--- config.mk ---
export PLATFORM = sky130hd
export DESIGN_NAME = fp_addsub_seq_flat
export DESIGN_NICKNAME = d
export VERILOG_FILES = /design/src/rtl/fp_addsub_seq_if.sv /design/src/rtl/fp_addsub_seq.sv /design/src/flat_wrapper.sv
export SDC_FILE = /design/constraint.sdc
export NUM_CORES = 1
export LEC_CHECK = 0
export CORE_MARGIN = 8
export CORE_UTILIZATION = 35
export DETAILED_ROUTE_END_ITERATION = 6
export PLACE_DENSITY = 0.61
export SYNTH_ARGS = -nofsm -noshare
export SYNTH_HDL_FRONTEND = slang
export SYNTH_SLANG_ARGS = --single-unit
--- constraint.sdc ---
create_clock -name clk -period 10.8 [get_ports clk]
set_clock_uncertainty 0.1 [all_clocks]
set_input_delay 1.62 -clock clk [delete_from_list [all_inputs] [get_ports clk]]
set_output_delay 1.62 -clock clk [all_outputs]
set_load 0.005 [all_outputs]
--- src/rtl/fp_addsub_seq_if.sv ---
// Request/response bundle for the sequential FP32 add/sub unit.
//
// Handshake semantics: a request transfers on a rising clk edge where
// in_valid & in_ready are both high (and flush is low); opa/opb/op_sub/rm
// must be stable while in_valid is high. A response transfers on an edge
// where out_valid & out_ready are both high; result/fflags stay constant
// while out_valid is high and out_ready is low. in_ready never depends on
// in_valid, and out_valid never depends on out_ready.
interface fp_addsub_seq_if;
  logic        in_valid;
  logic        in_ready;
  logic        op_sub;
  logic [2:0]  rm;
  logic [31:0] opa;
  logic [31:0] opb;
  logic        flush;
  logic        out_valid;
  logic        out_ready;
  logic [31:0] result;
  logic [4:0]  fflags;
  logic        busy;
  logic [2:0]  state_dbg;

  modport master (
    output in_valid, op_sub, rm, opa, opb, flush, out_ready,
    input  in_ready, out_valid, result, fflags, busy, state_dbg
  );

  modport slave (
    input  in_valid, op_sub, rm, opa, opb, flush, out_ready,
    output in_ready, out_valid, result, fflags, busy, state_dbg
  );
endinterface

--- src/rtl/fp_addsub_seq.sv ---
// Multi-cycle FP32 add/sub: IDLE -> ALIGN -> ADD -> NORM -> ROUND -> DONE.
// One operation in flight; result appears five cycles after accept.
module fp_addsub_seq #(
  parameter int MANT_W        = 48,
  parameter bit LATENCY_CHECK = 1'b1
) (
  input logic            clk,
  input logic            reset,
  fp_addsub_seq_if.slave bus
);
  // Working sum layout: [SW-1] carry, [SW-2:1] aligned field, [0] sticky.
  localparam int SW = MANT_W + 2;
  localparam logic [MANT_W-1:0] ONE = 1;
  localparam logic [31:0] QNAN = 32'h7FC0_0000;

  typedef enum logic [2:0] {
    S_IDLE  = 3'd0,
    S_ALIGN = 3'd1,
    S_ADD   = 3'd2,
    S_NORM  = 3'd3,
    S_ROUND = 3'd4,
    S_DONE  = 3'd5
  } state_t;

  state_t state, state_nx;
  logic   accept;

  // Latched request
  logic [31:0] a_q, b_q;
  logic        sub_q;
  logic [2:0]  rm_q;
  // ALIGN -> ADD
  logic              s1_q, s2_q, stk_q;
  logic [9:0]        exp_q;
  logic [MANT_W-1:0] m1_q, m2_q;
  logic              spec_q, spec_nv_q;
  logic [31:0]       spec_val_q;
  // ADD -> NORM
  logic [SW-1:0]     sum_q;
  logic              sgn_q;
  // NORM -> ROUND
  logic [SW-1:0]     nm_q;
  logic [9:0]        nexp_q;
  // Output
  logic [31:0]       res_q;
  logic [4:0]        flags_q;

  assign accept        = (state == S_IDLE) && bus.in_valid && !bus.flush;
  assign bus.in_ready  = (state == S_IDLE);
  assign bus.busy      = (state != S_IDLE);
  assign bus.out_valid = (state == S_DONE);
  assign bus.result    = res_q;
  assign bus.fflags    = flags_q;
  assign bus.state_dbg = state;

  // State register
  always_ff @(posedge clk) begin
    if (reset) state <= S_IDLE;
    else       state <= state_nx;
  end

  // Next state: flush kills work in the middle states, not a finished result
  always_comb begin
    state_nx = state;
    case (state)
      S_IDLE:  if (accept) state_nx = S_ALIGN;
      S_ALIGN: state_nx = bus.flush ? S_IDLE : S_ADD;
      S_ADD:   state_nx = bus.flush ? S_IDLE : S_NORM;
      S_NORM:  state_nx = bus.flush ? S_IDLE : S_ROUND;
      S_ROUND: state_nx = bus.flush ? S_IDLE : S_DONE;
      S_DONE:  if (bus.out_ready) state_nx = S_IDLE;
      default: state_nx = S_IDLE;
    endcase
  end

  // ALIGN: magnitude swap, alignment shift with sticky, special-case classification
  logic              sa, sb, swap, s_hi, s_lo;
  logic [30:0]       hi_mag, lo_mag;
  logic [7:0]        e_hi, e_lo, d;
  logic [MANT_W-1:0] hi_field, lo_field, m2_al;
  logic              stk_al;
  logic              a_nan, b_nan, a_snan, b_snan, a_inf, b_inf;
  logic              spec, spec_nv;
  logic [31:0]       spec_val;
  always_comb begin
    sa       = a_q[31];
    sb       = b_q[31] ^ sub_q;
    swap     = (b_q[30:0] > a_q[30:0]);
    hi_mag   = swap ? b_q[30:0] : a_q[30:0];
    lo_mag   = swap ? a_q[30:0] : b_q[30:0];
    s_hi     = swap ? sb : sa;
    s_lo     = swap ? sa : sb;
    e_hi     = (hi_mag[30:23] == 8'd0) ? 8'd1 : hi_mag[30:23];
    e_lo     = (lo_mag[30:23] == 8'd0) ? 8'd1 : lo_mag[30:23];
    d        = e_hi - e_lo;
    hi_field = {(hi_mag[30:23] != 8'd0), hi_mag[22:0], {(MANT_W-24){1'b0}}};
    lo_field = {(lo_mag[30:23] != 8'd0), lo_mag[22:0], {(MANT_W-24){1'b0}}};
    if (int'(d) >= MANT_W) begin
      m2_al  = '0;
      stk_al = |lo_field;
    end else begin
      m2_al  = lo_field >> d;
      stk_al = |(lo_field & ((ONE << d) - ONE));
    end
    a_nan    = (&a_q[30:23]) && (|a_q[22:0]);
    b_nan    = (&b_q[30:23]) && (|b_q[22:0]);
    a_snan   = a_nan && !a_q[22];
    b_snan   = b_nan && !b_q[22];
    a_inf    = (&a_q[30:23]) && (a_q[22:0] == 23'd0);
    b_inf    = (&b_q[30:23]) && (b_q[22:0] == 23'd0);
    spec     = 1'b0;
    spec_nv  = 1'b0;
    spec_val = 32'd0;
    if (a_nan || b_nan) begin
      spec     = 1'b1;
      spec_val = QNAN;
      spec_nv  = a_snan || b_snan;
    end else if (a_inf && b_inf && (sa != sb)) begin
      spec     = 1'b1;
      spec_val = QNAN;
      spec_nv  = 1'b1;
    end else if (a_inf) begin
      spec     = 1'b1;
      spec_val = {sa, 8'hFF, 23'd0};
    end else if (b_inf) begin
      spec     = 1'b1;
      spec_val = {sb, 8'hFF, 23'd0};
    end
  end

  // ADD: larger minus smaller on opposite signs; exact zero difference is +0 (RDN: -0)
  logic          eff_sub;
  logic [SW-1:0] op1, op2, sum_c;
  logic          sgn_c;
  always_comb begin
    eff_sub = s1_q ^ s2_q;
    op1     = {1'b0, m1_q, 1'b0};
    op2     = {1'b0, m2_q, stk_q};
    sum_c   = eff_sub ? (op1 - op2) : (op1 + op2);
    sgn_c   = s1_q;
    if (eff_sub && (sum_c == '0)) sgn_c = (rm_q == 3'b010);
  end

  function automatic logic [9:0] lzc(input logic [SW-2:0] v);
    lzc = 10'(SW - 1);
    for (int i = 0; i < SW - 1; i++) begin
      if (v[i]) lzc = 10'(SW - 2 - i);
    end
  endfunction

  // NORM: carry shifts right into sticky; otherwise left shift bounded at exp=1
  logic [9:0]    lz, lim, sh;
  logic [SW-1:0] nm_c;
  logic [9:0]    nexp_c;
  always_comb begin
    lz     = lzc(sum_q[SW-2:0]);
    lim    = exp_q - 10'd1;
    sh     = (lz > lim) ? lim : lz;
    nm_c   = sum_q << sh;
    nexp_c = exp_q - sh;
    if (sum_q[SW-1]) begin
      nm_c   = {1'b0, sum_q[SW-1:2], sum_q[1] | sum_q[0]};
      nexp_c = exp_q + 10'd1;
    end
  end

  // ROUND: guard/round/sticky rounding, overflow saturation, special override
  logic [23:0] mant, mant_f;
  logic [24:0] mant_r;
  logic        g, lower, inexact, inc, tiny;
  logic [9:0]  exp_f;
  logic [31:0] res_c;
  logic [4:0]  flags_c;
  always_comb begin
    mant    = nm_q[SW-2 -: 24];
    g       = nm_q[SW-26];
    lower   = nm_q[SW-27] | (|nm_q[SW-28:0]);
    inexact = g | lower;
    case (rm_q)
      3'b001:  inc = 1'b0;
      3'b010:  inc = sgn_q & inexact;
      3'b011:  inc = ~sgn_q & inexact;
      3'b100:  inc = g;
      default: inc = g & (lower | mant[0]);
    endcase
    mant_r = {1'b0, mant} + {24'd0, inc};
    mant_f = mant_r[24] ? mant_r[24:1] : mant_r[23:0];
    exp_f  = mant_r[24] ? (nexp_q + 10'd1) : nexp_q;
    tiny   = !mant_f[23];
    if (exp_f >= 10'd255) begin
      case (rm_q)
        3'b001:  res_c = {sgn_q, 31'h7F7F_FFFF};
        3'b010:  res_c = sgn_q ? {1'b1, 31'h7F80_0000} : 32'h7F7F_FFFF;
        3'b011:  res_c = sgn_q ? 32'hFF7F_FFFF : 32'h7F80_0000;
        default: res_c = {sgn_q, 31'h7F80_0000};
      endcase
      flags_c = 5'b00101;
    end else begin
      res_c   = {sgn_q, (tiny ? 8'd0 : exp_f[7:0]), mant_f[22:0]};
      flags_c = {3'b000, tiny & inexact, inexact};
    end
    if (spec_q) begin
      res_c   = spec_val_q;
      flags_c = {spec_nv_q, 4'b0000};
    end
  end

  // Datapath registers, each loaded in the state that produces it
  always_ff @(posedge clk) begin
    if (reset) begin
      res_q   <= '0;
      flags_q <= '0;
    end else begin
      case (state)
        S_IDLE: if (accept) begin
          a_q   <= bus.opa;
          b_q   <= bus.opb;
          sub_q <= bus.op_sub;
          rm_q  <= bus.rm;
        end
        S_ALIGN: begin
          s1_q       <= s_hi;
          s2_q       <= s_lo;
          exp_q      <= {2'b00, e_hi};
          m1_q       <= hi_field;
          m2_q       <= m2_al;
          stk_q      <= stk_al;
          spec_q     <= spec;
          spec_nv_q  <= spec_nv;
          spec_val_q <= spec_val;
        end
        S_ADD: begin
          sum_q <= sum_c;
          sgn_q <= sgn_c;
        end
        S_NORM: begin
          nm_q   <= nm_c;
          nexp_q <= nexp_c;
        end
        S_ROUND: if (!bus.flush) begin
          res_q   <= res_c;
          flags_q <= flags_c;
        end
        default: ;
      endcase
    end
  end

  // Result must rise exactly five cycles after the accepting cycle
  generate
    if (LATENCY_CHECK) begin : g_lat_chk
      a_latency: assert property (@(posedge clk) disable iff (reset)
        $rose(bus.out_valid) |-> $past(accept, 5));
    end
  endgenerate
endmodule

--- src/flat_wrapper.sv ---
// flat-port wrapper written by rule: the top's interface ports become plain ports
module fp_addsub_seq_flat 
#(
  parameter int MANT_W        = 48,
  parameter bit LATENCY_CHECK = 1'b1
)
  (clk, reset, bus_in_valid, bus_op_sub, bus_rm, bus_opa, bus_opb, bus_flush, bus_out_ready, bus_in_ready, bus_out_valid, bus_result, bus_fflags, bus_busy, bus_state_dbg);
  fp_addsub_seq_if bus_i ();
  input logic clk;
  input logic reset;
  input wire logic [$bits(bus_i.in_valid)-1:0] bus_in_valid;
  input wire logic [$bits(bus_i.op_sub)-1:0] bus_op_sub;
  input wire logic [$bits(bus_i.rm)-1:0] bus_rm;
  input wire logic [$bits(bus_i.opa)-1:0] bus_opa;
  input wire logic [$bits(bus_i.opb)-1:0] bus_opb;
  input wire logic [$bits(bus_i.flush)-1:0] bus_flush;
  input wire logic [$bits(bus_i.out_ready)-1:0] bus_out_ready;
  output wire logic [$bits(bus_i.in_ready)-1:0] bus_in_ready;
  output wire logic [$bits(bus_i.out_valid)-1:0] bus_out_valid;
  output wire logic [$bits(bus_i.result)-1:0] bus_result;
  output wire logic [$bits(bus_i.fflags)-1:0] bus_fflags;
  output wire logic [$bits(bus_i.busy)-1:0] bus_busy;
  output wire logic [$bits(bus_i.state_dbg)-1:0] bus_state_dbg;
  assign bus_i.in_valid = bus_in_valid;
  assign bus_i.op_sub = bus_op_sub;
  assign bus_i.rm = bus_rm;
  assign bus_i.opa = bus_opa;
  assign bus_i.opb = bus_opb;
  assign bus_i.flush = bus_flush;
  assign bus_i.out_ready = bus_out_ready;
  assign bus_in_ready = bus_i.in_ready;
  assign bus_out_valid = bus_i.out_valid;
  assign bus_result = bus_i.result;
  assign bus_fflags = bus_i.fflags;
  assign bus_busy = bus_i.busy;
  assign bus_state_dbg = bus_i.state_dbg;
  fp_addsub_seq #(.MANT_W(MANT_W), .LATENCY_CHECK(LATENCY_CHECK)) u_core (.clk(clk), .reset(reset), .bus(bus_i));
endmodule
==> reports/metrics.cfg <==
[status]
status = complete, no violations

[timing]
fmax_mhz = 130
slew_headroom = 0.184
rsz0062_at_grt = false
setup_tns_ps = 0
min_period_ps = 7700
worst_pin_slew_ps = 1210
finalSetupViolations = 0
final-hold-violation-count = 0
slew_violations = 0
min_period_over_period = 0.713

[worst_setup_path]
crit_path_end = u_core.m2_q[17]$_SDFFCE_PP0P_
cp_slowest_stage_delay_ps = 730
endpoint_kind = register
rr_startpoint = u_core.b_q[9]$_DFFE_PP_
crit_chain = ha_1 -> nand4_1 -> nor4_1 -> nand4_1 -> a21boi_0 -> a31oi_4 -> buf_4 -> o211ai_1 -> ha_1 -> nor2b_1 -> o2111a_1 -> nor3_1 -> o21ai_0 -> nand2_1 -> nor3_1 -> a222oi_1 -> mux2i_1 -> mux2i_1 -> and2_1 -> a211oi_1
slowest_stage = nor4_1
worstSetupStartpointType = register
cp.arrival_ps = 7980
rrSetupSlack_ps = 3100
required_ps = 11070
reg2reg_depth = 20
crit_fanout = 51
crit_type = reg -> reg
reg2reg_to = u_core.m2_q[17]$_SDFFCE_PP0P_
crit_path_start = u_core.b_q[9]$_DFFE_PP_

[die]
rows = 95
core_um2 = 67000
io_pins = 116
fp.dieH_um = 276
start_util = 0.353
die_x_um = 276
die-area_um2 = 76100

[yosys]
yosys_warnings = 0
synthesis.area_um2 = 23600
synth_top_area_frac = 0.337
synth_flop_cell = edfxtp_1
yosysSeqAreaShare = 0.370
synth_nets = 2739
synth_top_area_cell = edfxtp_1
postSynthAreaPerCell_um2 = 9.25
synth_area_leaders = edfxtp_1 (34%), mux2i_1 (7.9%), ha_1 (5.7%)
syn-instance-count = 2556
netlist-cell-type-count = 99
synth_edf_count = 265
ys_async_sr_fraction = 0
synth-seq-cells = 304

[clocking]
cts_buffers = 37
tritoncts = built
holdBufCountCts = 0
clkTransAtPathRegs_ps = 70
cts_root_buffer = clkbuf_16
cts_resized = 0
cts_max_path_buffers = 3
insertion_delay_ps = 550
post_cts_buffers = 0
cts_sinks = 304
cts-htree-levels = 2

[power]
p_leak_nw = 9.75
ir_worst_vdd_v = 0.000106
p_per_area_nw_per_um2 = 118

[route]
drc = 0
vias_per_cell = 6.08
wl_per_cell_um = 24.0
vias = 21200
drt-pass1-iter-count = 5
wl_mm = 83.7
antenna_left = 0
first_iter_violations = 2013

[final_layout]
nets = 2769
utilization = 0.399
final_layout_size_suffix_gt1_frac = 0.0847
syn_to_final_growth_pct = 13.2
multi_input_area_um2 = 13900
n_antenna_cell = 0
num-fill-cells = 6639
seq_area_um2 = 8740
final_cells = 3482

[grt]
grt_max_degree = 73
grt_use_total = 0.214
grt-ovfl-total = 0
grt_pass1_vias = 20800
grt_pass1_wl_mm = 127
antenna_found_initial = 0

[job]
maxCapViolCount = 0

[min_path]
hold_path_class = reg -> reg
worstHoldStart = u_core.bus.result[6]$_SDFFE_PP0P_

[placement]
dp_cells = 3420
io_buffers = 114
gp_congestion = 1.00
hpwl_mm = 64.4

## cells in the final DEF (no fill, tap or decap), types with 59 or more instances in the layout
cell / instances
a21oi_1: 136
clkdlybuf4s50_1: 114
edfxtp_1: 265
ha_1: 107
inv_1: 111
mux2i_1: 186
nand2_1: 245
nand3_1: 68
nor2_1: 212
nor3_1: 83
o21ai_0: 124
xnor2_1: 59
## cell type report
cell class,instances,share of cell area
clock buffers,41,0.0352
inverters,118,0.0166
flip-flops and latches,304,0.327
multi-input cells,1976,0.518
repair buffers,149,0.0525
clock inverters,21,0.00978
well taps,873,0.0408
## per-stage QoR
| stage | total power [mW] | worst slack (ps) | instance area (um2) | hold WS (ps) |
|---|---|---|---|---|
| after global placement | 1.90 | 3530 | 25500 | 340 |
| after floorplan | 1.71 | 3600 | 23600 | 348 |
| after global routing | 3.27 | 2490 | 26700 | 378 |
| after detailed placement | 1.90 | 3450 | 25500 | 343 |
| final | 3.15 | 3100 | 26700 | 352 |
| after CTS | 3.17 | 3400 | 26700 | 353 |
## flip-flops by register name, indices dropped and copies added, names as in the netlist
name / count
u_core.sum_q: 50
u_core.nm_q: 49
u_core.m2_q: 48
u_core.a_q: 32
u_core.b_q: 32
u_core.bus.result: 32
u_core.m1_q: 24
u_core.nexp_q: 10
u_core.exp_q: 8
u_core.bus.fflags: 4
u_core.bus.state_dbg: 3
u_core.rm_q: 3
u_core.spec_val_q: 3
u_core.s1_q: 1
u_core.s2_q: 1
u_core.sgn_q: 1
u_core.spec_nv_q: 1
u_core.stk_q: 1
u_core.sub_q: 1
## critical path, delay by kind of cell, from the launching register on
kind | cells | cell delay, ps
DFF | 1 | 470
AOI/OAI and AO/OA | 7 | 2150
adders and majority gates | 2 | 610
and+or+nand+nor | 8 | 3120
buffers and inverters | 1 | 630
muxes | 2 | 430
## synth_stat cells (all sizes together), types with 22 or more instances
cell,n
o211ai,30
mux2i,186
xnor2,61
a31oi,29
nor3,88
a211oi,22
nand3,68
nand4,37
ha,107
edfxtp,265
buf,54
nor4,54
dfxtp,39
xor2,45
a22oi,33
inv,116
or3,23
o22ai,45
o21ai,138
clkbuf,104
a21oi,136
nand2,245
nand2b,26
mux2,57
nor2,213
## cell families after synthesis
group                      Yosys count  share of synthesized area
AOI/OAI and AO/OA                  636                      0.181
DFF                                304                      0.370
and+or+nand+nor                    859                      0.177
buffers and inverters              276                     0.0476
muxes                              263                      0.125
adders and majority gates          110                     0.0592
xor gates and xnor gates           106                     0.0393
other                                2                   0.000318
## worst min path at each step
stage / endpoint / cells past startpoint
finish: u_core.bus.result[6]$_SDFFE_PP0P_ / 2
global route: u_core.bus.result[18]$_SDFFE_PP0P_ / 2
CTS: u_core.bus.result[6]$_SDFFE_PP0P_ / 2
detailed placement: u_core.bus.result[17]$_SDFFE_PP0P_ / 2
global placement: u_core.bus.result[6]$_SDFFE_PP0P_ / 2
floorplan: u_core.bus.fflags[4]$_SDFFE_PP0P_ / 2
## where the power goes
group	switching, mW	internal [mW]	total (mW)
sequential	0.0274	1.30	1.33
combinational	0.367	0.199	0.567
clock	0.491	0.768	1.26
total	0.886	2.27	3.15
## layer usage
| metal | vias to the layer above | track usage | part of all wire |
|---|---|---|---|
| li1 | 9753 | - | - |
| met2 | 937 | 0.355 | 0.47 |
| met3 | 229 | 0.0277 | 0.060 |
| met1 | 10200 | 0.270 | 0.41 |
| met5 | - | 0 | 0 |
| met4 | 0 | 0.117 | 0.060 |
(Power assumes the default switching activity.)
